===== src/rtl/game_pkg.sv =====
// Shared encodings and helpers for the countdown game timer.
package game_pkg;

   localparam int unsigned STATE_W = 2;
   localparam int unsigned BCD_W   = 4;

   localparam logic [STATE_W-1:0] ST_IDLE    = 2'b00;
   localparam logic [STATE_W-1:0] ST_RUNNING = 2'b01;
   localparam logic [STATE_W-1:0] ST_PAUSED  = 2'b10;
   localparam logic [STATE_W-1:0] ST_EXPIRED = 2'b11;

   localparam logic [BCD_W-1:0] BCD_ZERO = 4'd0;
   localparam logic [BCD_W-1:0] BCD_NINE = 4'd9;

   typedef struct packed {
      logic [BCD_W-1:0] tens;
      logic [BCD_W-1:0] ones;
   } bcd_t;

   // Two-digit BCD decrement that saturates at 00.
   function automatic bcd_t bcd_dec(input bcd_t v);
      bcd_t r;
      r = v;
      if (v.ones != BCD_ZERO) begin
         r.ones = v.ones - 4'd1;
      end else if (v.tens != BCD_ZERO) begin
         r.ones = BCD_NINE;
         r.tens = v.tens - 4'd1;
      end
      return r;
   endfunction

endpackage


===== src/rtl/second_tick_gen.sv =====
// Prescaler issuing one tick every CLOCK_FREQUENCY enabled cycles; hold freezes it.
module second_tick_gen #(
   parameter int unsigned CLOCK_FREQUENCY = 50000000
) (
   input  logic ClockIn,
   input  logic Reset,
   input  logic load,
   input  logic hold,
   input  logic enable,
   output logic tick
);

   localparam int unsigned W = (CLOCK_FREQUENCY > 1) ? $clog2(CLOCK_FREQUENCY) : 1;
   localparam logic [W-1:0] RELOAD = W'(CLOCK_FREQUENCY - 1);

   logic [W-1:0] count_q;
   logic [W-1:0] count_d;

   // Tick only when actually counting, so a held prescaler parked at 0 fires on resume.
   assign tick = enable && !hold && (count_q == '0);

   always_comb begin
      count_d = count_q;
      if (load) begin
         count_d = RELOAD;
      end else if (enable && !hold) begin
         count_d = (count_q == '0) ? RELOAD : count_q - W'(1);
      end
   end

   always_ff @(posedge ClockIn) begin
      if (Reset) begin
         count_q <= RELOAD;
      end else begin
         count_q <= count_d;
      end
   end

endmodule


===== src/rtl/game_timer.sv =====
// Two-digit BCD countdown timer with start/pause control and expiry pulse.
module game_timer
   import game_pkg::*;
#(
   parameter int unsigned CLOCK_FREQUENCY = 50000000,
   parameter int unsigned START_TENS      = 6,
   parameter int unsigned START_ONES      = 0
) (
   input  logic             ClockIn,
   input  logic             Reset,
   input  logic             Start,
   input  logic             Pause,
   output logic [BCD_W-1:0] OnesValue,
   output logic [BCD_W-1:0] TensValue,
   output logic             Running,
   output logic             Expired,
   output logic             TimeUp
);

   localparam logic [BCD_W-1:0] START_T = BCD_W'(START_TENS);
   localparam logic [BCD_W-1:0] START_O = BCD_W'(START_ONES);
   localparam bit START_IS_ZERO = (START_TENS == 0) && (START_ONES == 0);

   logic [STATE_W-1:0] state_q, state_d;
   bcd_t               digits_q, digits_d;
   bcd_t               dec_c;
   logic               running_q, running_d;
   logic               expired_q, expired_d;
   logic               time_up_q, time_up_d;
   logic               load_c;
   logic               enable_c;
   logic               tick_c;

   second_tick_gen #(
      .CLOCK_FREQUENCY(CLOCK_FREQUENCY)
   ) u_tick (
      .ClockIn(ClockIn),
      .Reset  (Reset),
      .load   (load_c),
      .hold   (Pause),
      .enable (enable_c),
      .tick   (tick_c)
   );

   always_comb begin
      state_d   = state_q;
      digits_d  = digits_q;
      time_up_d = 1'b0;
      load_c    = 1'b0;
      enable_c  = (state_q == ST_RUNNING);
      dec_c     = bcd_dec(digits_q);
      case (state_q)
         ST_IDLE, ST_EXPIRED: begin
            if (Start) begin
               load_c        = 1'b1;
               digits_d.tens = START_T;
               digits_d.ones = START_O;
               state_d       = START_IS_ZERO ? ST_EXPIRED : ST_RUNNING;
               time_up_d     = START_IS_ZERO;
            end
         end
         ST_RUNNING: begin
            // tick already excludes Pause, so a coinciding pause suppresses the decrement.
            if (Pause) begin
               state_d = ST_PAUSED;
            end else if (tick_c) begin
               digits_d = dec_c;
               if (dec_c.tens == BCD_ZERO && dec_c.ones == BCD_ZERO) begin
                  state_d   = ST_EXPIRED;
                  time_up_d = 1'b1;
               end
            end
         end
         ST_PAUSED: begin
            if (!Pause) begin
               state_d = ST_RUNNING;
            end
         end
         default: state_d = ST_IDLE;
      endcase
      running_d = (state_d == ST_RUNNING);
      expired_d = (state_d == ST_EXPIRED);
   end

   always_ff @(posedge ClockIn) begin
      if (Reset) begin
         state_q       <= ST_IDLE;
         digits_q.tens <= START_T;
         digits_q.ones <= START_O;
         running_q     <= 1'b0;
         expired_q     <= 1'b0;
         time_up_q     <= 1'b0;
      end else begin
         state_q   <= state_d;
         digits_q  <= digits_d;
         running_q <= running_d;
         expired_q <= expired_d;
         time_up_q <= time_up_d;
      end
   end

   assign OnesValue = digits_q.ones;
   assign TensValue = digits_q.tens;
   assign Running   = running_q;
   assign Expired   = expired_q;
   assign TimeUp    = time_up_q;

endmodule


===== config.mk =====
export PLATFORM = sky130hd
export DESIGN_NAME = game_timer
export DESIGN_NICKNAME = d
export VERILOG_FILES = /design/src/rtl/game_pkg.sv /design/src/rtl/second_tick_gen.sv /design/src/rtl/game_timer.sv
export SDC_FILE = /design/constraint.sdc
export NUM_CORES = 1
export LEC_CHECK = 0
export ABC_AREA = 1
export CORE_MARGIN = 5
export CORE_UTILIZATION = 61
export DETAILED_ROUTE_END_ITERATION = 12
export HOLD_SLACK_MARGIN = 0.03
export PLACE_DENSITY = 0.83
export SYNTH_ARGS = -nofsm -noshare
export SYNTH_HDL_FRONTEND = slang
export SYNTH_SLANG_ARGS = --single-unit

===== constraint.sdc =====
create_clock -name ClockIn -period 3.2 [get_ports ClockIn]
set_input_delay 0.64 -clock ClockIn [delete_from_list [all_inputs] [get_ports ClockIn]]
set_output_delay 0.64 -clock ClockIn [all_outputs]
set_load 0.1 [all_outputs]

==> results of run 1 <==
==> cells by family after synthesis <==
group / Yosys count / share of synthesized area [%]
compound gates: 31 / 7.60
buf+inv: 49 / 9.07
flops: 39 / 35.4
simple gates: 192 / 40.8
xor+xnor: 11 / 4.37
fa+ha+maj: 5 / 2.83
==> layout make-up <==
type,count,area (um2),share of cell area (%)
inverters,45,169,6.99
multi-input cells,239,1230,50.7
repair buffers,16,128,5.28
flip-flops and latches,39,781,32.3
clock buffers,6,51.3,2.12
clock inverters,1,5.00,0.207
well taps,46,57.6,2.38
==> final timing paths <==
path | depth (start not counted) | end | slack [ns]
worst min register to register | 1 | u_tick.count_q[23]$_SDFFE_PP1P_ | 0.49
worst max-delay path | 13 | u_tick.count_q[23]$_SDFFE_PP1P_ | 0.72
worst min-delay path | 1 | u_tick.count_q[23]$_SDFFE_PP1P_ | 0.49
worst max register to register | 13 | u_tick.count_q[23]$_SDFFE_PP1P_ | 0.72
==> power by group <==
group,internal [mW],switching [mW]
Combinational,0.0691,0.198
Sequential,0.498,0.0106
Clock,0.102,0.154
==> cells in the final DEF, fill, tap and decap left out, drive strengths merged <==
| cell type | Yosys | layout |
|---|---|---|
| nor3 | 8 | 8 |
| nand2 | 75 | 75 |
| o21ai | 11 | 11 |
| nand3b | 1 | 1 |
| ha | 5 | 5 |
| a21oi | 17 | 17 |
| dfxtp | 39 | 39 |
| xnor2 | 3 | 3 |
| clkinv | 0 | 1 |
| o211ai | 1 | 1 |
| nor4 | 7 | 7 |
| xor2 | 8 | 8 |
| clkdlybuf4s50 | 0 | 3 |
| buf | 4 | 13 |
| clkbuf | 0 | 6 |
| nor2 | 57 | 57 |
| nand3 | 28 | 28 |
| or2 | 8 | 8 |
| a32oi | 1 | 1 |
| a21o | 1 | 1 |
| inv | 45 | 45 |
| nand4 | 8 | 8 |
==> stage by stage <==
stage / utilization [%] / hold slack (ns) / setup slack (ns) / std cells
floorplan: - / 0.442 / 0.686 / 327
global placement: 69.1 / 0.455 / 0.542 / 385
detailed placement: 69.1 / 0.461 / 0.437 / 385
CTS: 70.8 / 0.488 / 0.754 / 392
global route: 70.8 / 0.521 / 0.427 / 392
finish: 70.8 / 0.489 / 0.723 / 392
==> state kept, by name, summed over array words and instances (netlist names) <==
name	count
u_tick.count_q	26
TensValue	4
OnesValue	4
TimeUp	1
Expired	1
state_q	2
Running	1
==> metal layers <==
| layer | share of wire (%) | vias to the layer above | GRT usage [%] |
|---|---|---|---|
| met4 | 1.2 | 0 | 6.38 |
| met1 | 53 | 896 | 28.7 |
| met5 | 0 | - | 0 |
| li1 | - | 1096 | - |
| met2 | 42 | 39 | 28.5 |
| met3 | 3.9 | 6 | 5.02 |
==> worst register-to-register path: cells and delay by family, from the launching register on <==
kind	cells	cell delay, ns
AOI/OAI and AO/OA	2	0.23
adders and majority gates	1	0.43
buffers and inverters	4	0.48
DFF	1	0.36
and+or+nand+nor	6	0.94
==> metrics.txt, run 1 <==
worst reg2reg path startpoint state_q[1]$_SDFF_PP0_; count leader, synth nand2_1; critical path class reg2reg; CP cell instances inv_1 > ha_1 > nand2_4 > inv_1 > nand2_1 > nor2_1 > nand3_1 > nor2_1 > inv_1 > nand2_1 > inv_2 > o21ai_0 > a21o_1; Tmin final 2.48 ns; Clock Path Buffers 2; final WL 4590 um; P_leak 1.13 nW; area leader, netlist dfxtp_1; top_reg_cell synth dfxtp_1; n_diodes 0; design area 2420 um2; post-synthesis sequential area ratio 35.4%; Tot Pwr 1.03 mW; Final Cycle Share 77.4%; Synthesized Nets 336; I/O Pins 15; ys async rst share 0%; initial antenna violation count 0; first-pass GRT wire length 7910 um; gpl congestion 0.847; Syn Std Cell Area 2210 um2; clock latency on the worst-skew pair 0.35 ns; Clock Skew 0.00913 ns; wire per inst 11.7 um; Total GRT Usage 19.8%; 1st-pass router iterations 4; GR Overflow Total 0; Worst path max stage delay 0.43 ns; final setup violation count 0; nets 355; post-CTS sizing 0; Setup TNS Final 0 ns; Yosys top cell area share 35.4%; layout cells sized above 1 12.4%; Post-DP Area 2360 um2; clk root buf clkbuf_4; unrepaired setup endpoints after global routing false; First DRT Iteration DRCs 147; HP Start u_tick.count_q[23]$_SDFFE_PP1P_; Critical path origin state_q[1]$_SDFF_PP0_; vias per cell 5.20; synthesized area per cell 6.75 um2; Fmax 404 MHz; number of global-route vias before repair 1769; critical path's slowest cell ha_1; cell family contributing the most delay on the critical path simple AND/OR/NAND/NOR gates; crit path DAT 2.78 ns; die area 4920 um2; Die Y 70.2 um; Post-CTS Hold Buffers 0; worst-path maximum fanout 14; max_slew headroom 66.3%; Worst setup SP type flip-flop; Synth area leaders dfxtp_1 (35%), nand2_1 (12%), nor2_1 (8.7%); Initial Util 64.6%; DRT antenna net count 0; Layout Area Growth over Synthesis 9.52%; Crit. End Element flip-flop; Synth Warn # 0; fillcell total 308; MaxCap Viol Count 0; actual slew at the worst max-slew pin 0.504 ns; VDD IR max 0.000305 V; status completed; number of H-tree levels 2; CP most frequent cell inv_1; row cnt 21; power density cells 427 nW/um2; Worst-path clk slew 0.11 ns; Yosys reg bits 39; Fin. Hold Viols 0; worst hold path type reg2reg; Setup Buffers After CTS 0; TritonCTS clock tree built; Synth Instances 327; largest net degree at the start of global routing 15; Post-synth EDFFs 0; WP buf/inv 4; CTS Sinks 39; Post-synth top cells nand2_1 (72), nor2_1 (51), inv_1 (42); core area 3420 um2; TritonCTS buffer count 5; DRC errors left 0; vias 2037; Port Buf Inserts 14; Final Slew Violations 0; hpwl dp 3600 um; Chip Width 70.2 um; WP data required 3.50 ns; Synth cell types 32
Power figures use the tool's default switching activity.
==> run 2, diff against run 1 <==
Settings changed: CORE_UTILIZATION 61 to 53, PLACE_DENSITY 0.83 to 0.77.
Clock period 3.2 ns to 2.2 ns, I/O delays scaled along.
==> run 2 against run 1 <==
Effect of this change: non-clock buffer count increased by 14; sequential cell count unchanged; sequential share of layout area decreased by 2.1 points; utilization decreased by 6.1 points; global-route usage decreased by 0.17 points; combinational power increased by 60%; via count increased by 6.1%; clock skew decreased by 0.0017 ns; power increased by 72%; critical path type unchanged; highest routed layer unchanged.
==> metrics.txt, run 2 (synthesis gave the netlist of run 1 again) <==
status completed; largest net degree at the start of global routing 14 (-1); crit path DAT 2.16 ns (-0.62 ns); P_leak 1.23 nW (+8.9%); r2r setup slk 0.24 ns (-0.49 ns); max_slew headroom 72.6% (+6.3 points); Final Slew Violations 0 (unchanged); wire per inst 11.8 um (+0.84%); most frequent cells in the layout nand2_1 (72), nor2_1 (51), inv_1 (42), dfxtp_1 (35), nand3_1 (27); clock latency on the worst-skew pair 0.30 ns (-0.05 ns); Post-CTS Hold Buffers 0 (unchanged); R2R Path End Running$_SDFF_PP0_; Worst-path clk slew 0.08 ns (-0.03 ns); Setup Buffers After CTS 0 (unchanged); TritonCTS clock tree built; hpwl dp 3750 um (+3.9%); Chip Width 74.5 um (+6.2%); CTS Sinks 39 (unchanged); Worst path max stage delay 0.34 ns (-0.09 ns); Crit. End Element flip-flop; final setup violation count 0 (unchanged); number of H-tree levels 2 (unchanged); number of global-route vias before repair 1979 (+12%); VDD IR max 0.000482 V (+58%); final worst slack 0.236 ns (-0.487 ns); Port Buf Inserts 14 (unchanged); first-pass GRT wire length 8600 um (+8.6%); nets 369 (+3.9%); CP most frequent cell nand2_1; Total GRT Usage 19.6% (-0.17 points); Fmax 509 MHz (+26%); critical path class reg2reg; Hold Crit Endpoint OnesValue[0]$_SDFFE_PP0P_; Tmin final 1.96 ns (-0.513 ns); Final Cycle Share 89.3% (+12 points); Clock Path Buffers 2 (unchanged); initial antenna violation count 0 (unchanged); layout cells sized above 1 17.2% (+4.7 points); max reg flops 26 (unchanged); worst-path maximum fanout 6 (-8); First DRT Iteration DRCs 195 (+33%); CP cell instances inv_1 > ha_1 > nand2_1 > nor2_4 > nand2_1 > nand2_1 > nor2_1 > nand2_1 > nor2_1 > nand3_1 > nand2_1 > nand2_1 > nand2_1 > nand2_1 > nand2_1 > nor2_1; n_diodes 0 (unchanged); Clock Skew 0.00740 ns (-0.00173 ns); WP buf/inv 1 (-3); Layout Area Growth over Synthesis 18.1%; power density cells 679 nW/um2 (+59%); TritonCTS buffer count 5 (unchanged); WP data required 2.39 ns (-1.11 ns); Largest Register u_tick.count_q; vias 2162 (+6.1%); I/O Pins 15 (unchanged); unrepaired setup endpoints after global routing false; final WL 4850 um (+5.7%); Placed Cells 403 (+4.7%); post-CTS sizing 0 (unchanged); cells on worst reg2reg path 16 (+3); 1st-pass router iterations 4 (unchanged); actual slew at the worst max-slew pin 0.410 ns (-0.0944 ns); Setup WS pre-CTS -0.0335 ns (-0.471 ns); design area 2610 um2 (+7.8%); most common cell after layout, fill and taps aside nand2_1; critical path's slowest cell dfxtp_2; Fin. Hold Viols 0 (unchanged); fillcell total 373 (+21%); worst hold stages 2 (+1); DRC errors left 0 (unchanged); Multi-input gate area 1230 um2 (+0.41%); worst hold path type reg2reg; non-filler instance count after layout 411 (+4.8%); GR Overflow Total 0 (unchanged); Worst setup SP type flip-flop; die area 5550 um2 (+13%); MaxCap Viol Count 0 (unchanged); Storage cell area 786 um2 (+0.64%); worst hold slack 0.476 ns (-0.0125 ns); HP Start OnesValue[0]$_SDFFE_PP0P_; vias per cell 5.26 (+1.2%); Post-DP Area 2490 um2 (+5.4%); cell family contributing the most delay on the critical path simple AND/OR/NAND/NOR gates; clk root buf clkbuf_8; Initial Util 54.8% (-9.8 points); core area 4030 um2 (+18%); gpl congestion 0.930 (+9.9%); DRT antenna net count 0 (unchanged); Die Y 74.5 um (+6.2%); row cnt 23 (+9.5%); worst reg2reg path startpoint OnesValue[0]$_SDFFE_PP0P_; Setup TNS Final 0 ns (unchanged)
run 2: cell count changes in the layout (fill, tap and decap cells not counted), sizes merged:
cell    previous run  this run
buf               13        27
clkinv             1         2
bufinv             0         1
clkbuf             6         5
run 2: worst max-delay path by stage:
stage	start	endpoint	slack, ns	cells after the start
after floorplan	OnesValue[2]$_SDFFE_PP0P_	Running$_SDFF_PP0_	-0.0006	15
after global placement	Pause	Running$_SDFF_PP0_	0.01	16
after detailed placement	Pause	u_tick.count_q[19]$_SDFFE_PP1P_	-0.03	11
after CTS	OnesValue[0]$_SDFFE_PP0P_	Running$_SDFF_PP0_	0.20	15
after global routing	OnesValue[0]$_SDFFE_PP0P_	Expired$_SDFF_PP0_	0.04	15
final	OnesValue[0]$_SDFFE_PP0P_	Running$_SDFF_PP0_	0.24	16
run 2: per-stage QoR:
| stage | utilization, % | total power, mW |
|---|---|---|
| 2_1_floorplan | - | 1.07 |
| 3_3_place_gp | 61.8 | 1.17 |
| 3_5_place_dp | 61.8 | 1.18 |
| 4_1_cts | 64.6 | 1.78 |
| 5_1_grt | 64.7 | 1.85 |
| 6_report | 64.7 | 1.77 |
run 2: final cells by class:
type	instances	share of cell area, %
inverters	45	6.48
clock buffers	5	2.64
well taps	50	2.40
repair buffers	30	9.41
clock inverters	3	1.68
multi-input cells	239	47.2
flip-flops and latches	39	30.1
run 2: worst register-to-register path, delay by kind of cell, from the launching register on:
| family | cells | cell delay [ns] |
|---|---|---|
| AND/OR/NAND/NOR | 14 | 1.17 |
| flip-flops | 1 | 0.34 |
| adder cells (fa/ha/maj) | 1 | 0.27 |
| buffers and inverters | 1 | 0.08 |
run 2: layer usage:
metal	wire (um)	global-route usage, %	vias up
met5	0	0	-
li1	-	-	1115
met2	2190	29.5	62
met1	2310	27.8	977
met4	74	6.32	0
met3	285	4.59	8
run 2: where the power goes:
group / total (mW) / internal [mW] / switching (mW) / leakage, nW
registers: 0.742 / 0.725 / 0.0166 / 0.317
logic: 0.428 / 0.127 / 0.301 / 0.850
clock network: 0.601 / 0.338 / 0.263 / 0.0581
==> run 3, diff against run 2 <==
Settings changed: CORE_UTILIZATION 53 to 57, DONT_BUFFER_PORTS set to 1, PLACE_DENSITY 0.77 to 0.76.
==> run 3 against run 2 <==
Effect of this change: sequential cell count did not move; die area decreased by 6.1%; sequential power about the same; cell count down 3.9%; combinational power fell by 7.9%; worst setup slack worse by 0.0052 ns; clock power decreased by 23%; register-to-register slack about the same; largest cell class unchanged.
==> metrics.txt, run 3 (synthesis gave the netlist of run 1 again) <==
status completed; CP cell instances inv_1 > ha_1 > nand2_1 > nor2_2 > nor2_1 > nor2_1 > nand2_1 > nor2_1 > nand3_1 > nand2_1 > nand2_1 > nand2_1 > nand2_1 > nand2_1 > nor2_1; worst reg2reg path startpoint OnesValue[0]$_SDFFE_PP0P_; largest net degree at the start of global routing 12 (-2); I/O Pins 15 (unchanged); critical path class reg2reg; Sw Ratio 34.2% (+1.4 points); CTS Sinks 39 (unchanged); fillcell total 341 (-8.6%); MaxCap Viol Count 0 (unchanged); Storage cell area 786 um2 (unchanged); critical path's slowest cell dfxtp_2; power density cells 653 nW/um2 (-3.9%); n_diodes 0 (unchanged); most common cell after layout, fill and taps aside nand2_1; vias per cell 5.25 (-0.28%); row cnt 22 (-4.3%); Port Buf Inserts 0 (-14); initial antenna violation count 0 (unchanged); Final Cycle Share 89.5% (+0.23 points); wire per inst 11.9 um (+1.0%); gpl congestion 0.859 (-7.6%); max reg flops 26 (unchanged); Total GRT Usage 19.6% (about the same); Clock Skew 0.00796 ns (+0.000560 ns); unrepaired setup endpoints after global routing false; worst-path maximum fanout 6 (unchanged); r2r setup slk 0.23 ns (about the same); Worst-path clk slew 0.08 ns (about the same); P_leak 1.14 nW (-7.2%); VDD IR max 0.000430 V (-11%); most frequent cells in the layout nand2_1 (72), nor2_1 (51), inv_1 (42), dfxtp_1 (35), nand3_1 (27); design area 2440 um2 (-6.3%); Post-CTS Hold Buffers 0 (unchanged); Critical path origin OnesValue[0]$_SDFFE_PP0P_; post-CTS sizing 0 (unchanged); final core occ 65.7% (+1.0 points); switching pwr 0.545 mW (-6.1%); hpwl dp 3710 um (-0.88%); TritonCTS buffer count 5 (unchanged); cells on worst reg2reg path 15 (-1); Multi-input gate area 1230 um2 (-0.41%); 1st-pass router iterations 4 (unchanged); Die Y 72.2 um (-3.1%); WP data required 2.38 ns (about the same); Reg power frac 46.3% (+4.4 points); DRT antenna net count 0 (unchanged); Largest Register u_tick.count_q; Post-DP Area 2360 um2 (-5.1%); Worst setup SP type flip-flop; TritonCTS clock tree built; Fmax 508 MHz (-0.26%); Internal 1.05 mW (-12%); core area 3720 um2 (-7.8%); final setup violation count 0 (unchanged); Tmin final 1.97 ns (+0.00517 ns); power share of the clock group 29.0% (-4.9 points); clk root buf clkbuf_8; crit path to Running$_SDFF_PP0_; Final Slew Violations 0 (unchanged); Worst path max stage delay 0.32 ns (-0.02 ns); Setup Buffers After CTS 0 (unchanged); actual slew at the worst max-slew pin 0.408 ns (-0.00217 ns); worst hold path type in2reg; First DRT Iteration DRCs 167 (-14%); clock latency on the worst-skew pair 0.29 ns (about the same); Initial Util 59.4% (+4.6 points); R2R Path End Running$_SDFF_PP0_; final WL 4710 um (-2.9%); Fin. Hold Viols 0 (unchanged); nets 355 (-3.8%); crit path DAT 2.15 ns (about the same); number of H-tree levels 2 (unchanged); Chip Width 72.2 um (-3.1%); Combinational Power Share 24.7% (+0.5 points); vias 2072 (-4.2%); layout cells sized above 1 14.1% (-3.1 points); die area 5220 um2 (-6.1%); number of global-route vias before repair 1918 (-3.1%); max_slew headroom 72.8% (+0.21 points); GR Overflow Total 0 (unchanged); CP most frequent cell nand2_1; first-pass GRT wire length 8300 um (-3.5%); Layout Area Growth over Synthesis 10.7%; DRC errors left 0 (unchanged); Clock Path Buffers 2 (unchanged); Crit. End Element flip-flop
run 3: area by class of cell:
cell class	count	share of cell area (%)
inverters	45	6.92
repair buffers	16	4.92
flip-flops and latches	39	32.2
clock buffers	7	3.13
multi-input cells	239	50.2
well taps	48	2.46
clock inverters	1	0.205
run 3: how the worst min path moves through the flow:
stage                     slack (ns)                              end                            start  depth (start not counted)
after floorplan                 0.44   u_tick.count_q[0]$_SDFFE_PP1P_   u_tick.count_q[0]$_SDFFE_PP1P_                          2
after global placement          0.46   u_tick.count_q[0]$_SDFFE_PP1P_   u_tick.count_q[0]$_SDFFE_PP1P_                          2
after detailed placement        0.47  u_tick.count_q[23]$_SDFFE_PP1P_  u_tick.count_q[23]$_SDFFE_PP1P_                          1
after CTS                       0.20        TensValue[0]$_SDFFE_PP0P_                            Reset                          1
after global routing            0.19        TensValue[0]$_SDFFE_PP0P_                            Reset                          1
final                           0.20        TensValue[0]$_SDFFE_PP0P_                            Reset                          1
run 3: per-stage QoR:
| step | total power, mW | instances | TNS [ns] | hold WS (ns) | setup slack [ns] |
|---|---|---|---|---|---|
| after floorplan | 1.07 | 327 | -0.000609 | 0.442 | -0.000609 |
| after global placement | 1.14 | 387 | 0 | 0.457 | 0.299 |
| after detailed placement | 1.15 | 387 | 0 | 0.465 | 0.257 |
| after CTS | 1.60 | 395 | 0 | 0.195 | 0.237 |
| after global routing | 1.68 | 395 | 0 | 0.193 | 0.0304 |
| final | 1.60 | 395 | 0 | 0.199 | 0.231 |
run 3: layer usage:
metal / global-route usage, % / share of wire, % / routed length (um) / vias to the layer above
met2: 30.5 / 44 / 2050 / 50
met4: 5.22 / 1.4 / 67 / 0
met3: 4.29 / 5.9 / 280 / 8
met5: 0 / 0 / 0 / -
li1: - / - / - / 1082
met1: 27.5 / 49 / 2310 / 932
run 3: worst max-delay path, delay by kind of cell (launching register included):
| family | cells | cell delay, ns |
|---|---|---|
| flops | 1 | 0.32 |
| simple gates | 13 | 1.17 |
| buf+inv | 1 | 0.11 |
| fa+ha+maj | 1 | 0.25 |
run 3: power by group through the flow:
| stage | Clock (mW) | Sequential, mW | Combinational, mW |
|---|---|---|---|
| 4_1_cts | 0.473 | 0.739 | 0.391 |
| 6_report | 0.462 | 0.739 | 0.394 |
| 2_1_floorplan | 0 | 0.843 | 0.226 |
| 5_1_grt | 0.508 | 0.741 | 0.431 |
| 3_3_place_gp | 0 | 0.755 | 0.384 |
| 3_5_place_dp | 0 | 0.755 | 0.390 |
